<file path="src/rtl/fc_pkg.sv">
`default_nettype none
// ============================================================================
//  Module      : fc_pkg
//  Description : Constants, state encoding and a width helper shared by the
//                fully-connected stage (fc_ctrl, pool_fc_buffer, FC MAC array).
//  Revision    : 1.0 - initial release
// ============================================================================
package fc_pkg;

    // Sequencer states. The encoding is explicit so that waveforms and any
    // downstream decoders see stable values.
    typedef enum logic [2:0] {
        ST_IDLE  = 3'd0,
        ST_CLR   = 3'd1,
        ST_RUN   = 3'd2,
        ST_DRAIN = 3'd3,
        ST_OUT   = 3'd4,
        ST_DONE  = 3'd5
    } fc_state_t;

    localparam int unsigned FC_FM_BYTES = 384;
    localparam int unsigned FC_LANES    = 8;
    localparam int unsigned FC_N_OUT    = 10;
    localparam int unsigned FC_BEATS    = FC_FM_BYTES / FC_LANES;

    // Minimum weight-ROM address width able to reach every beat of every
    // neuron (addresses 0 .. n_out*beats-1).
    function automatic int unsigned fc_waddr_w(input int unsigned n_out,
                                               input int unsigned fm_bytes,
                                               input int unsigned lanes);
        int unsigned words;
        words = n_out * (fm_bytes / lanes);
        if (words <= 1) begin
            return 1;
        end
        return $clog2(words);
    endfunction

endpackage
`default_nettype wire

</file>
<file path="src/rtl/fc_ctrl_if.sv">
`default_nettype none
// ============================================================================
//  Module      : fc_ctrl_if
//  Description : Bus bundle between fc_ctrl and its neighbours.
//                i_fc_start     : start pulse from the pooled-feature buffer
//                o_fc_fm_addr   : buffer byte address (multiple of LANES)
//                o_fc_w_addr    : weight-ROM beat address
//                o_mac_clr/en/last : MAC array strobes
//                o_out_valid/o_out_idx/i_out_ready : write-back handshake
//                o_busy, o_fc_done : status
//                modport master : the sequencer side
//                modport slave  : the environment side
//  Revision    : 1.0 - initial release
// ============================================================================
interface fc_ctrl_if #(
    parameter int unsigned WADDR_W = 10
);
    logic               i_fc_start;
    logic [15:0]        o_fc_fm_addr;
    logic [WADDR_W-1:0] o_fc_w_addr;
    logic               o_mac_clr;
    logic               o_mac_en;
    logic               o_mac_last;
    logic               o_out_valid;
    logic [3:0]         o_out_idx;
    logic               i_out_ready;
    logic               o_busy;
    logic               o_fc_done;

    modport master (
        input  i_fc_start,
        input  i_out_ready,
        output o_fc_fm_addr,
        output o_fc_w_addr,
        output o_mac_clr,
        output o_mac_en,
        output o_mac_last,
        output o_out_valid,
        output o_out_idx,
        output o_busy,
        output o_fc_done
    );

    modport slave (
        output i_fc_start,
        output i_out_ready,
        input  o_fc_fm_addr,
        input  o_fc_w_addr,
        input  o_mac_clr,
        input  o_mac_en,
        input  o_mac_last,
        input  o_out_valid,
        input  o_out_idx,
        input  o_busy,
        input  o_fc_done
    );
endinterface
`default_nettype wire

</file>
<file path="src/rtl/fc_addr_gen.sv">
`default_nettype none
// ============================================================================
//  Module      : fc_addr_gen
//  Description : Beat and neuron counters for the FC sequencer plus the
//                feature-map and weight-ROM address computation.
//                Ports:
//                  clk, rst        : clock, synchronous active-high reset
//                  i_beat_clr      : restart the beat counter at 0
//                  i_beat_inc      : advance the beat counter
//                  i_neuron_clr    : restart the neuron counter at 0
//                  i_neuron_inc    : advance the neuron counter
//                  i_run           : addresses are driven only when high
//                  o_beat_last     : beat == BEATS-1
//                  o_neuron_last   : neuron == N_OUT-1
//                  o_neuron        : current neuron index
//                  o_fm_addr       : beat*LANES, zero outside RUN
//                  o_w_addr        : neuron*BEATS + beat, zero outside RUN
//  Revision    : 1.0 - initial release
// ============================================================================
module fc_addr_gen
    import fc_pkg::*;
#(
    parameter int unsigned FM_BYTES = FC_FM_BYTES,
    parameter int unsigned LANES    = FC_LANES,
    parameter int unsigned N_OUT    = FC_N_OUT,
    parameter int unsigned WADDR_W  = 10
) (
    input  wire logic               clk,
    input  wire logic               rst,
    input  wire logic               i_beat_clr,
    input  wire logic               i_beat_inc,
    input  wire logic               i_neuron_clr,
    input  wire logic               i_neuron_inc,
    input  wire logic               i_run,
    output logic                    o_beat_last,
    output logic                    o_neuron_last,
    output logic [3:0]              o_neuron,
    output logic [15:0]             o_fm_addr,
    output logic [WADDR_W-1:0]      o_w_addr
);

    localparam int unsigned BEATS  = FM_BYTES / LANES;
    localparam int unsigned BEAT_W = (BEATS > 1) ? $clog2(BEATS) : 1;

    localparam logic [BEAT_W-1:0] c_beat_last   = BEAT_W'(BEATS - 1);
    localparam logic [3:0]        c_neuron_last = 4'(N_OUT - 1);

    logic [BEAT_W-1:0] r_beat;
    logic [3:0]        r_neuron;

    // Both counters park on their last value instead of wrapping; the FSM
    // always clears them before the next pass.
    always_ff @(posedge clk) begin
        if (rst) begin
            r_beat   <= '0;
            r_neuron <= '0;
        end else begin
            if (i_beat_clr) begin
                r_beat <= '0;
            end else if (i_beat_inc && !o_beat_last) begin
                r_beat <= r_beat + 1'b1;
            end

            if (i_neuron_clr) begin
                r_neuron <= '0;
            end else if (i_neuron_inc && !o_neuron_last) begin
                r_neuron <= r_neuron + 1'b1;
            end
        end
    end

    assign o_beat_last   = (r_beat == c_beat_last);
    assign o_neuron_last = (r_neuron == c_neuron_last);
    assign o_neuron      = r_neuron;

    // Arithmetic is carried out directly at the output width; the legality
    // check in fc_ctrl guarantees neither result can wrap.
    logic [15:0]        w_fm_addr;
    logic [WADDR_W-1:0] w_w_addr;

    assign w_fm_addr = 16'(r_beat) * 16'(LANES);
    assign w_w_addr  = WADDR_W'(r_neuron) * WADDR_W'(BEATS) + WADDR_W'(r_beat);

    assign o_fm_addr = i_run ? w_fm_addr : '0;
    assign o_w_addr  = i_run ? w_w_addr  : '0;

endmodule
`default_nettype wire

</file>
<file path="src/rtl/fc_ctrl.sv">
`default_nettype none
// ============================================================================
//  Module      : fc_ctrl
//  Description : Fully-connected stage sequencer. On i_fc_start it walks the
//                pooled feature map once per output neuron, drives the
//                weight-ROM address and MAC strobes, and hands each finished
//                neuron to write-back over a valid/ready handshake.
//                Ports:
//                  clk, rst : clock, synchronous active-high reset
//                  bus      : fc_ctrl_if.master (start, addresses, MAC
//                             strobes, output handshake, status)
//                  o_perf_cycles, o_perf_stall : optional performance
//                             counters, present only with FC_CTRL_PERF_EN
//                Build option: define FC_CTRL_PERF_EN to add the counters.
//  Revision    : 1.0 - initial release
// ============================================================================
module fc_ctrl
    import fc_pkg::*;
#(
    parameter int unsigned FM_BYTES = FC_FM_BYTES,
    parameter int unsigned LANES    = FC_LANES,
    parameter int unsigned N_OUT    = FC_N_OUT,
    parameter int unsigned WADDR_W  = 10
) (
    input  wire logic   clk,
    input  wire logic   rst,
`ifdef FC_CTRL_PERF_EN
    output logic [31:0] o_perf_cycles,
    output logic [31:0] o_perf_stall,
`endif
    fc_ctrl_if.master   bus
);

    // ------------------------------------------------------------------
    // Elaboration-time parameter legality
    // ------------------------------------------------------------------
    generate
        if (LANES == 0 || FM_BYTES < LANES || (FM_BYTES % LANES) != 0 ||
            FM_BYTES > 65536 || N_OUT == 0 || N_OUT > 16 || WADDR_W > 32 ||
            WADDR_W < fc_waddr_w(N_OUT, FM_BYTES, LANES)) begin : g_param_check
            $error("fc_ctrl: illegal FM_BYTES/LANES/N_OUT/WADDR_W combination");
        end
    endgenerate

    // ------------------------------------------------------------------
    // State and handshake decode
    // ------------------------------------------------------------------
    fc_state_t  r_state;
    fc_state_t  w_state_next;

    logic       w_in_run;
    logic       w_in_clr;
    logic       w_start_taken;
    logic       w_accept;
    logic       w_beat_last;
    logic       w_neuron_last;
    logic [3:0] w_neuron;

    assign w_in_run      = (r_state == ST_RUN);
    assign w_in_clr      = (r_state == ST_CLR);
    assign w_start_taken = (r_state == ST_IDLE) && bus.i_fc_start;
    assign w_accept      = (r_state == ST_OUT) && bus.i_out_ready;

    // ------------------------------------------------------------------
    // Counters and address generation
    // ------------------------------------------------------------------
    fc_addr_gen #(
        .FM_BYTES (FM_BYTES),
        .LANES    (LANES),
        .N_OUT    (N_OUT),
        .WADDR_W  (WADDR_W)
    ) u_addr_gen (
        .clk           (clk),
        .rst           (rst),
        .i_beat_clr    (w_in_clr),
        .i_beat_inc    (w_in_run),
        .i_neuron_clr  (w_start_taken),
        .i_neuron_inc  (w_accept),
        .i_run         (w_in_run),
        .o_beat_last   (w_beat_last),
        .o_neuron_last (w_neuron_last),
        .o_neuron      (w_neuron),
        .o_fm_addr     (bus.o_fc_fm_addr),
        .o_w_addr      (bus.o_fc_w_addr)
    );

    // ------------------------------------------------------------------
    // FSM
    // ------------------------------------------------------------------
    always_ff @(posedge clk) begin
        if (rst) begin
            r_state <= ST_IDLE;
        end else begin
            r_state <= w_state_next;
        end
    end

    logic w_mac_clr;
    logic w_out_valid;
    logic w_busy;
    logic w_done;

    always_comb begin
        w_state_next = r_state;
        w_mac_clr    = 1'b0;
        w_out_valid  = 1'b0;
        w_busy       = 1'b1;
        w_done       = 1'b0;
        case (r_state)
            ST_IDLE: begin
                w_busy = 1'b0;
                if (bus.i_fc_start) begin
                    w_state_next = ST_CLR;
                end
            end
            ST_CLR: begin
                w_mac_clr    = 1'b1;
                w_state_next = ST_RUN;
            end
            ST_RUN: begin
                if (w_beat_last) begin
                    w_state_next = ST_DRAIN;
                end
            end
            ST_DRAIN: begin
                // Cycle in which the delayed enable of the final beat lands.
                w_state_next = ST_OUT;
            end
            ST_OUT: begin
                w_out_valid = 1'b1;
                if (bus.i_out_ready) begin
                    w_state_next = w_neuron_last ? ST_DONE : ST_CLR;
                end
            end
            ST_DONE: begin
                // Start is not looked at here, so a pulse on the DONE->IDLE
                // edge is dropped.
                w_done       = 1'b1;
                w_state_next = ST_IDLE;
            end
            default: begin
                w_busy       = 1'b0;
                w_state_next = ST_IDLE;
            end
        endcase
    end

    // ------------------------------------------------------------------
    // Enable pipeline: the buffer registers its read address, so data for
    // a RUN beat arrives one cycle later. The MAC strobes are delayed to
    // line up with it.
    // ------------------------------------------------------------------
    logic r_mac_en;
    logic r_mac_last;

    always_ff @(posedge clk) begin
        if (rst) begin
            r_mac_en   <= 1'b0;
            r_mac_last <= 1'b0;
        end else begin
            r_mac_en   <= w_in_run;
            r_mac_last <= w_in_run && w_beat_last;
        end
    end

    assign bus.o_mac_clr   = w_mac_clr;
    assign bus.o_mac_en    = r_mac_en;
    assign bus.o_mac_last  = r_mac_last;
    assign bus.o_out_valid = w_out_valid;
    assign bus.o_out_idx   = w_out_valid ? w_neuron : 4'd0;
    assign bus.o_busy      = w_busy;
    assign bus.o_fc_done   = w_done;

`ifdef FC_CTRL_PERF_EN
    // ------------------------------------------------------------------
    // Performance counters. The DONE cycle is the reporting cycle: the
    // figures visible alongside o_fc_done are final and held until the
    // next accepted start.
    // ------------------------------------------------------------------
    logic [31:0] r_perf_cycles;
    logic [31:0] r_perf_stall;

    always_ff @(posedge clk) begin
        if (rst) begin
            r_perf_cycles <= '0;
            r_perf_stall  <= '0;
        end else if (w_start_taken) begin
            r_perf_cycles <= '0;
            r_perf_stall  <= '0;
        end else begin
            if (r_state != ST_IDLE && r_state != ST_DONE && r_perf_cycles != '1) begin
                r_perf_cycles <= r_perf_cycles + 32'd1;
            end
            if (r_state == ST_OUT && !bus.i_out_ready && r_perf_stall != '1) begin
                r_perf_stall <= r_perf_stall + 32'd1;
            end
        end
    end

    assign o_perf_cycles = r_perf_cycles;
    assign o_perf_stall  = r_perf_stall;
`endif

endmodule
`default_nettype wire

</file>
<file path="src/flat_wrapper.sv">
// flat-port wrapper written by rule: the top's interface ports become plain ports
module fc_ctrl_flat import fc_pkg::*;
#(
    parameter int unsigned FM_BYTES = FC_FM_BYTES,
    parameter int unsigned LANES    = FC_LANES,
    parameter int unsigned N_OUT    = FC_N_OUT,
    parameter int unsigned WADDR_W  = 10
)
  (clk, rst, bus_i_fc_start, bus_i_out_ready, bus_o_fc_fm_addr, bus_o_fc_w_addr, bus_o_mac_clr, bus_o_mac_en, bus_o_mac_last, bus_o_out_valid, bus_o_out_idx, bus_o_busy, bus_o_fc_done);
  fc_ctrl_if #(.WADDR_W(WADDR_W)) bus_i ();
  input  wire logic clk;
  input  wire logic rst;
  input wire logic [$bits(bus_i.i_fc_start)-1:0] bus_i_fc_start;
  input wire logic [$bits(bus_i.i_out_ready)-1:0] bus_i_out_ready;
  output wire logic [$bits(bus_i.o_fc_fm_addr)-1:0] bus_o_fc_fm_addr;
  output wire logic [$bits(bus_i.o_fc_w_addr)-1:0] bus_o_fc_w_addr;
  output wire logic [$bits(bus_i.o_mac_clr)-1:0] bus_o_mac_clr;
  output wire logic [$bits(bus_i.o_mac_en)-1:0] bus_o_mac_en;
  output wire logic [$bits(bus_i.o_mac_last)-1:0] bus_o_mac_last;
  output wire logic [$bits(bus_i.o_out_valid)-1:0] bus_o_out_valid;
  output wire logic [$bits(bus_i.o_out_idx)-1:0] bus_o_out_idx;
  output wire logic [$bits(bus_i.o_busy)-1:0] bus_o_busy;
  output wire logic [$bits(bus_i.o_fc_done)-1:0] bus_o_fc_done;
  assign bus_i.i_fc_start = bus_i_fc_start;
  assign bus_i.i_out_ready = bus_i_out_ready;
  assign bus_o_fc_fm_addr = bus_i.o_fc_fm_addr;
  assign bus_o_fc_w_addr = bus_i.o_fc_w_addr;
  assign bus_o_mac_clr = bus_i.o_mac_clr;
  assign bus_o_mac_en = bus_i.o_mac_en;
  assign bus_o_mac_last = bus_i.o_mac_last;
  assign bus_o_out_valid = bus_i.o_out_valid;
  assign bus_o_out_idx = bus_i.o_out_idx;
  assign bus_o_busy = bus_i.o_busy;
  assign bus_o_fc_done = bus_i.o_fc_done;
  fc_ctrl #(.FM_BYTES(FM_BYTES), .LANES(LANES), .N_OUT(N_OUT), .WADDR_W(WADDR_W)) u_core (.clk(clk), .rst(rst), .bus(bus_i));
endmodule
</file>
<file path="config.mk">
export PLATFORM = sky130hd
export DESIGN_NAME = fc_ctrl_flat
export DESIGN_NICKNAME = d
export VERILOG_FILES = /design/src/rtl/fc_pkg.sv /design/src/rtl/fc_ctrl_if.sv /design/src/rtl/fc_addr_gen.sv /design/src/rtl/fc_ctrl.sv /design/src/flat_wrapper.sv
export SDC_FILE = /design/constraint.sdc
export NUM_CORES = 1
export LEC_CHECK = 0
export ABC_AREA = 1
export CAP_MARGIN = 20
export CORE_UTILIZATION = 50
export DETAILED_ROUTE_END_ITERATION = 16
export PLACE_DENSITY = 0.85
export SYNTH_ARGS = -nofsm -noshare
export SYNTH_HDL_FRONTEND = slang
export SYNTH_SLANG_ARGS = --single-unit
</file>
<file path="constraint.sdc">
create_clock -name clk -period 4.3 [get_ports clk]
set_input_delay 0.43 -clock clk [delete_from_list [all_inputs] [get_ports clk]]
set_output_delay 0.43 -clock clk [all_outputs]
set_load 0.01 [all_outputs]
</file>
==> impl_metrics.env <==
export IMPL_post_route_period_util_pct=72.1
export IMPL_io_buffer_count=29
export IMPL_fillers=233
export IMPL_wl_um=2480
export IMPL_drc=0
export IMPL_p_int_mw=0.306
export IMPL_insertion_delay_ns=0.29
export IMPL_path_class="flop to output port"
export IMPL_tritoncts="done"
export IMPL_yosys_area_share_xor_xnor_pct=0.681
export IMPL_p_leak_nw=0.672
export IMPL_pwr_share_comb_pct=50.7
export IMPL_r2r_cells=8
export IMPL_yosysSeqAreaShare_pct=23.3
export IMPL_drive_gt1_share_pct=10.4
export IMPL_max_freq_mhz=322
export IMPL_cp_max_fo=6
export IMPL_antenna_found_initial=0
export IMPL_diodes=0
export IMPL_async_flop_share_pct=0
export IMPL_critPathArrivalTime_ns=2.67
export IMPL_synth_edf_count=0
export IMPL_synth_compound_area_share_pct=12.2
export IMPL_grt_pass1_vias=973
export IMPL_cts_made_buffers=3
export IMPL_cts_hold_fix_buffers=0
export IMPL_r2r_end="u_core.u_addr_gen.o_neuron[3]$_SDFFE_PP0P_"
export IMPL_clock_sinks=15
export IMPL_synth_simple_gate_area_share_pct=33.3
export IMPL_cp_required_ns=3.87
export IMPL_cts_buffer_depth=2
export IMPL_avgSynthCellArea_um2=6.99
export IMPL_grt_overflow=0
export IMPL_row_count=18
export IMPL_clkTransAtPathRegs_ns=0.09
export IMPL_dr_total_vias=1161
export IMPL_synth_cells=184
export IMPL_final_setup_skew_ns=0.00146
export IMPL_root_buffer="clkbuf_4"
export IMPL_startpoint="u_core.u_addr_gen.o_neuron[0]$_SDFFE_PP0P_"
export IMPL_muxShareOfSynthArea_pct=0
export IMPL_die_w_um=52.7
export IMPL_nNetsFinal=227
export IMPL_irDropWorstVdd_mv=0.255
export IMPL_firstDrtPassIters=4
export IMPL_yosysUniqueCellTypes=30
export IMPL_synth_top_family_by_area="simple AND/OR/NAND/NOR gates"
export IMPL_clock_power_share_pct=14.9
export IMPL_synth_area_mm2=0.00129
export IMPL_die_height_um=52.7
export IMPL_initial_utilization_pct=52.4
export IMPL_syn_to_final_growth_pct=21.5
export IMPL_rsz0062_at_grt="no"
export IMPL_setup_violations=0
export IMPL_yosysWarnings=0
export IMPL_track_usage_pct=19.7
export IMPL_post_drt_wl_per_cell_um=10.3
export IMPL_ioPinCount=40
export IMPL_place_gp_congestion=0.863
export IMPL_min_to="u_core.u_addr_gen.r_beat[0]$_SDFFE_PP0P_"
export IMPL_grt_start_max_net_pins=16
export IMPL_timing_rr_start="u_core.u_addr_gen.o_neuron[2]$_SDFFE_PP0P_"
export IMPL_power_frac_seq_pct=34.4
export IMPL_power_switching_mw=0.251
export IMPL_crit_path_start_kind="flop"
export IMPL_vias_per_cell=4.82
export IMPL_hold_viol_final=0
export IMPL_synth_adder_area_share_pct=11.9
export IMPL_tns_ns=0
export IMPL_status="complete, no violations"
export IMPL_yosys_register_bits=15
export IMPL_ys_flop_type="dfxtp_1"
export IMPL_r2r_setup_slack_ns=2.69
export IMPL_post_cts_buffers=0
export IMPL_power_total_mw=0.556
export IMPL_cp_end_kind="output port"
export IMPL_place_hpwl_um=1980
export IMPL_fp_coreArea_mm2=0.00245
export IMPL_whs_ns=0.524
export IMPL_min_from="u_core.u_addr_gen.r_beat[0]$_SDFFE_PP0P_"
export IMPL_switching_share_pct=45.0
export IMPL_hp_class="flop to flop"
export IMPL_dr_first_iter_drc_count=14
export IMPL_holdPathStages=2
export IMPL_cts_max_level=1
export IMPL_min_period_ns=3.10
export IMPL_ant_nets=0
export IMPL_final_max_slew_viol_count=0
export IMPL_cts_resized=0
export IMPL_pwr_density_cell_mw_per_mm2=356
export IMPL_grt_pass1_wl_um=4180
export IMPL_drv_cap=0
export IMPL_die_area_mm2=0.00278
placed cells by master, fill, tap and decap left out:
cell type        instances
nor3_2                   1
ha_1                     9
dfxtp_1                 15
o21ai_0                  5
nor2_4                   4
clkinv_2                 1
a21oi_2                  1
xnor2_1                  1
nor2_2                   2
clkdlybuf4s50_1         29
nor4_1                   1
nor2_1                  19
a21oi_4                  1
nand2_4                  3
inv_2                    2
a211oi_1                 1
o21ai_1                  1
or2_0                    1
nand2_1                 30
inv_1                   31
nand4_1                  2
nand3_2                  2
clkbuf_4                 3
o21ai_2                  1
nand3_1                 12
conb_1                  10
a21oi_1                 14
nor3_1                   4
nand3_4                  1
o21bai_1                 1
o21a_1                   1
fa_1                     2
routing by layer:
metal | part of all wire [%] | up-vias | global-route usage [%]
li1 | - | 612 | -
met1 | 50 | 519 | 28.1
met2 | 46 | 28 | 30.6
met4 | 0.81 | 0 | 7.46
met5 | 0 | - | 0
met3 | 2.8 | 2 | 1.45
cells by family (layout without fill, tap and decap cells):
logic type / after synthesis / in the layout
compound gates: 26 / 26
simple gates: 82 / 82
xor+xnor: 1 / 1
buf+inv: 48 / 66
fa+ha+maj: 11 / 11
flops: 15 / 15
other cells: 1 / 10
flip-flops by register name, summed over array words and instances (netlist names):
name	flops
u_core.u_addr_gen.o_neuron	4
u_core.u_addr_gen.r_beat	6
u_core.r_state	3
u_core.bus.o_mac_last	1
u_core.bus.o_mac_en	1
power by group through the flow:
stage               clock, mW  sequential, mW  combinational, mW
global route           0.0915           0.196              0.322
detailed placement          0           0.195              0.283
CTS                    0.0851           0.192              0.285
finish                 0.0830           0.191              0.282
floorplan                   0           0.191              0.212
global placement            0           0.193              0.279
cell type report:
class	instances	area, um^2	share of cell area, %
well taps	30	37.5	2.40
clock buffers	3	22.5	1.44
repair buffers	29	290	18.6
inverters	33	124	7.93
clock inverters	1	5.00	0.320
flip-flops and latches	15	300	19.2
multi-input cells	130	783	50.1
worst max-delay path, stage by stage, from the launching register on:
cell and delay [ns]:
dfxtp_1 0.44, ha_1 0.23, inv_1 0.08, fa_1 0.49
inv_1 0.08, nand2_1 0.07, nor2_1 0.16, nand3_1 0.10
nand2_1 0.06, inv_1 0.04, nor2_1 0.10, clkdlybuf4s50_1 0.54
synth_stat cells (2+ instances only):
library cell | n | share of area, %
nor2_1 | 19 | 5.5
ha_1 | 9 | 8.8
nand3_1 | 12 | 4.7
nand4_1 | 2 | 0.97
nor2_4 | 4 | 3.5
fa_1 | 2 | 3.1
dfxtp_1 | 15 | 23
inv_2 | 2 | 0.58
nor2_2 | 2 | 0.97
o21ai_0 | 5 | 1.9
inv_1 | 31 | 9.0
a21oi_1 | 14 | 5.4
nor3_1 | 4 | 1.6
nand2_1 | 30 | 8.8
nand2_4 | 3 | 2.6
buf_4 | 15 | 8.8
nand3_2 | 2 | 1.6
worst max-delay path by stage:
stage / end
2_1_floorplan: bus_o_fc_w_addr[9]
3_3_place_gp: bus_o_fc_w_addr[9]
3_5_place_dp: bus_o_fc_w_addr[9]
4_1_cts: bus_o_fc_w_addr[9]
5_1_grt: bus_o_fc_w_addr[9]
6_report: bus_o_fc_w_addr[9]
metrics by stage:
step | setup WS, ns | std cells | util (%) | instance area, um^2
floorplan | 2.16 | 193 | - | 1320
global route | 0.939 | 241 | 63.7 | 1560
detailed placement | 1.52 | 237 | 62.5 | 1540
global placement | 1.62 | 237 | 62.5 | 1540
CTS | 1.18 | 241 | 63.7 | 1560
finish | 1.20 | 241 | 63.7 | 1560
Power figures use the tool's default switching activity.
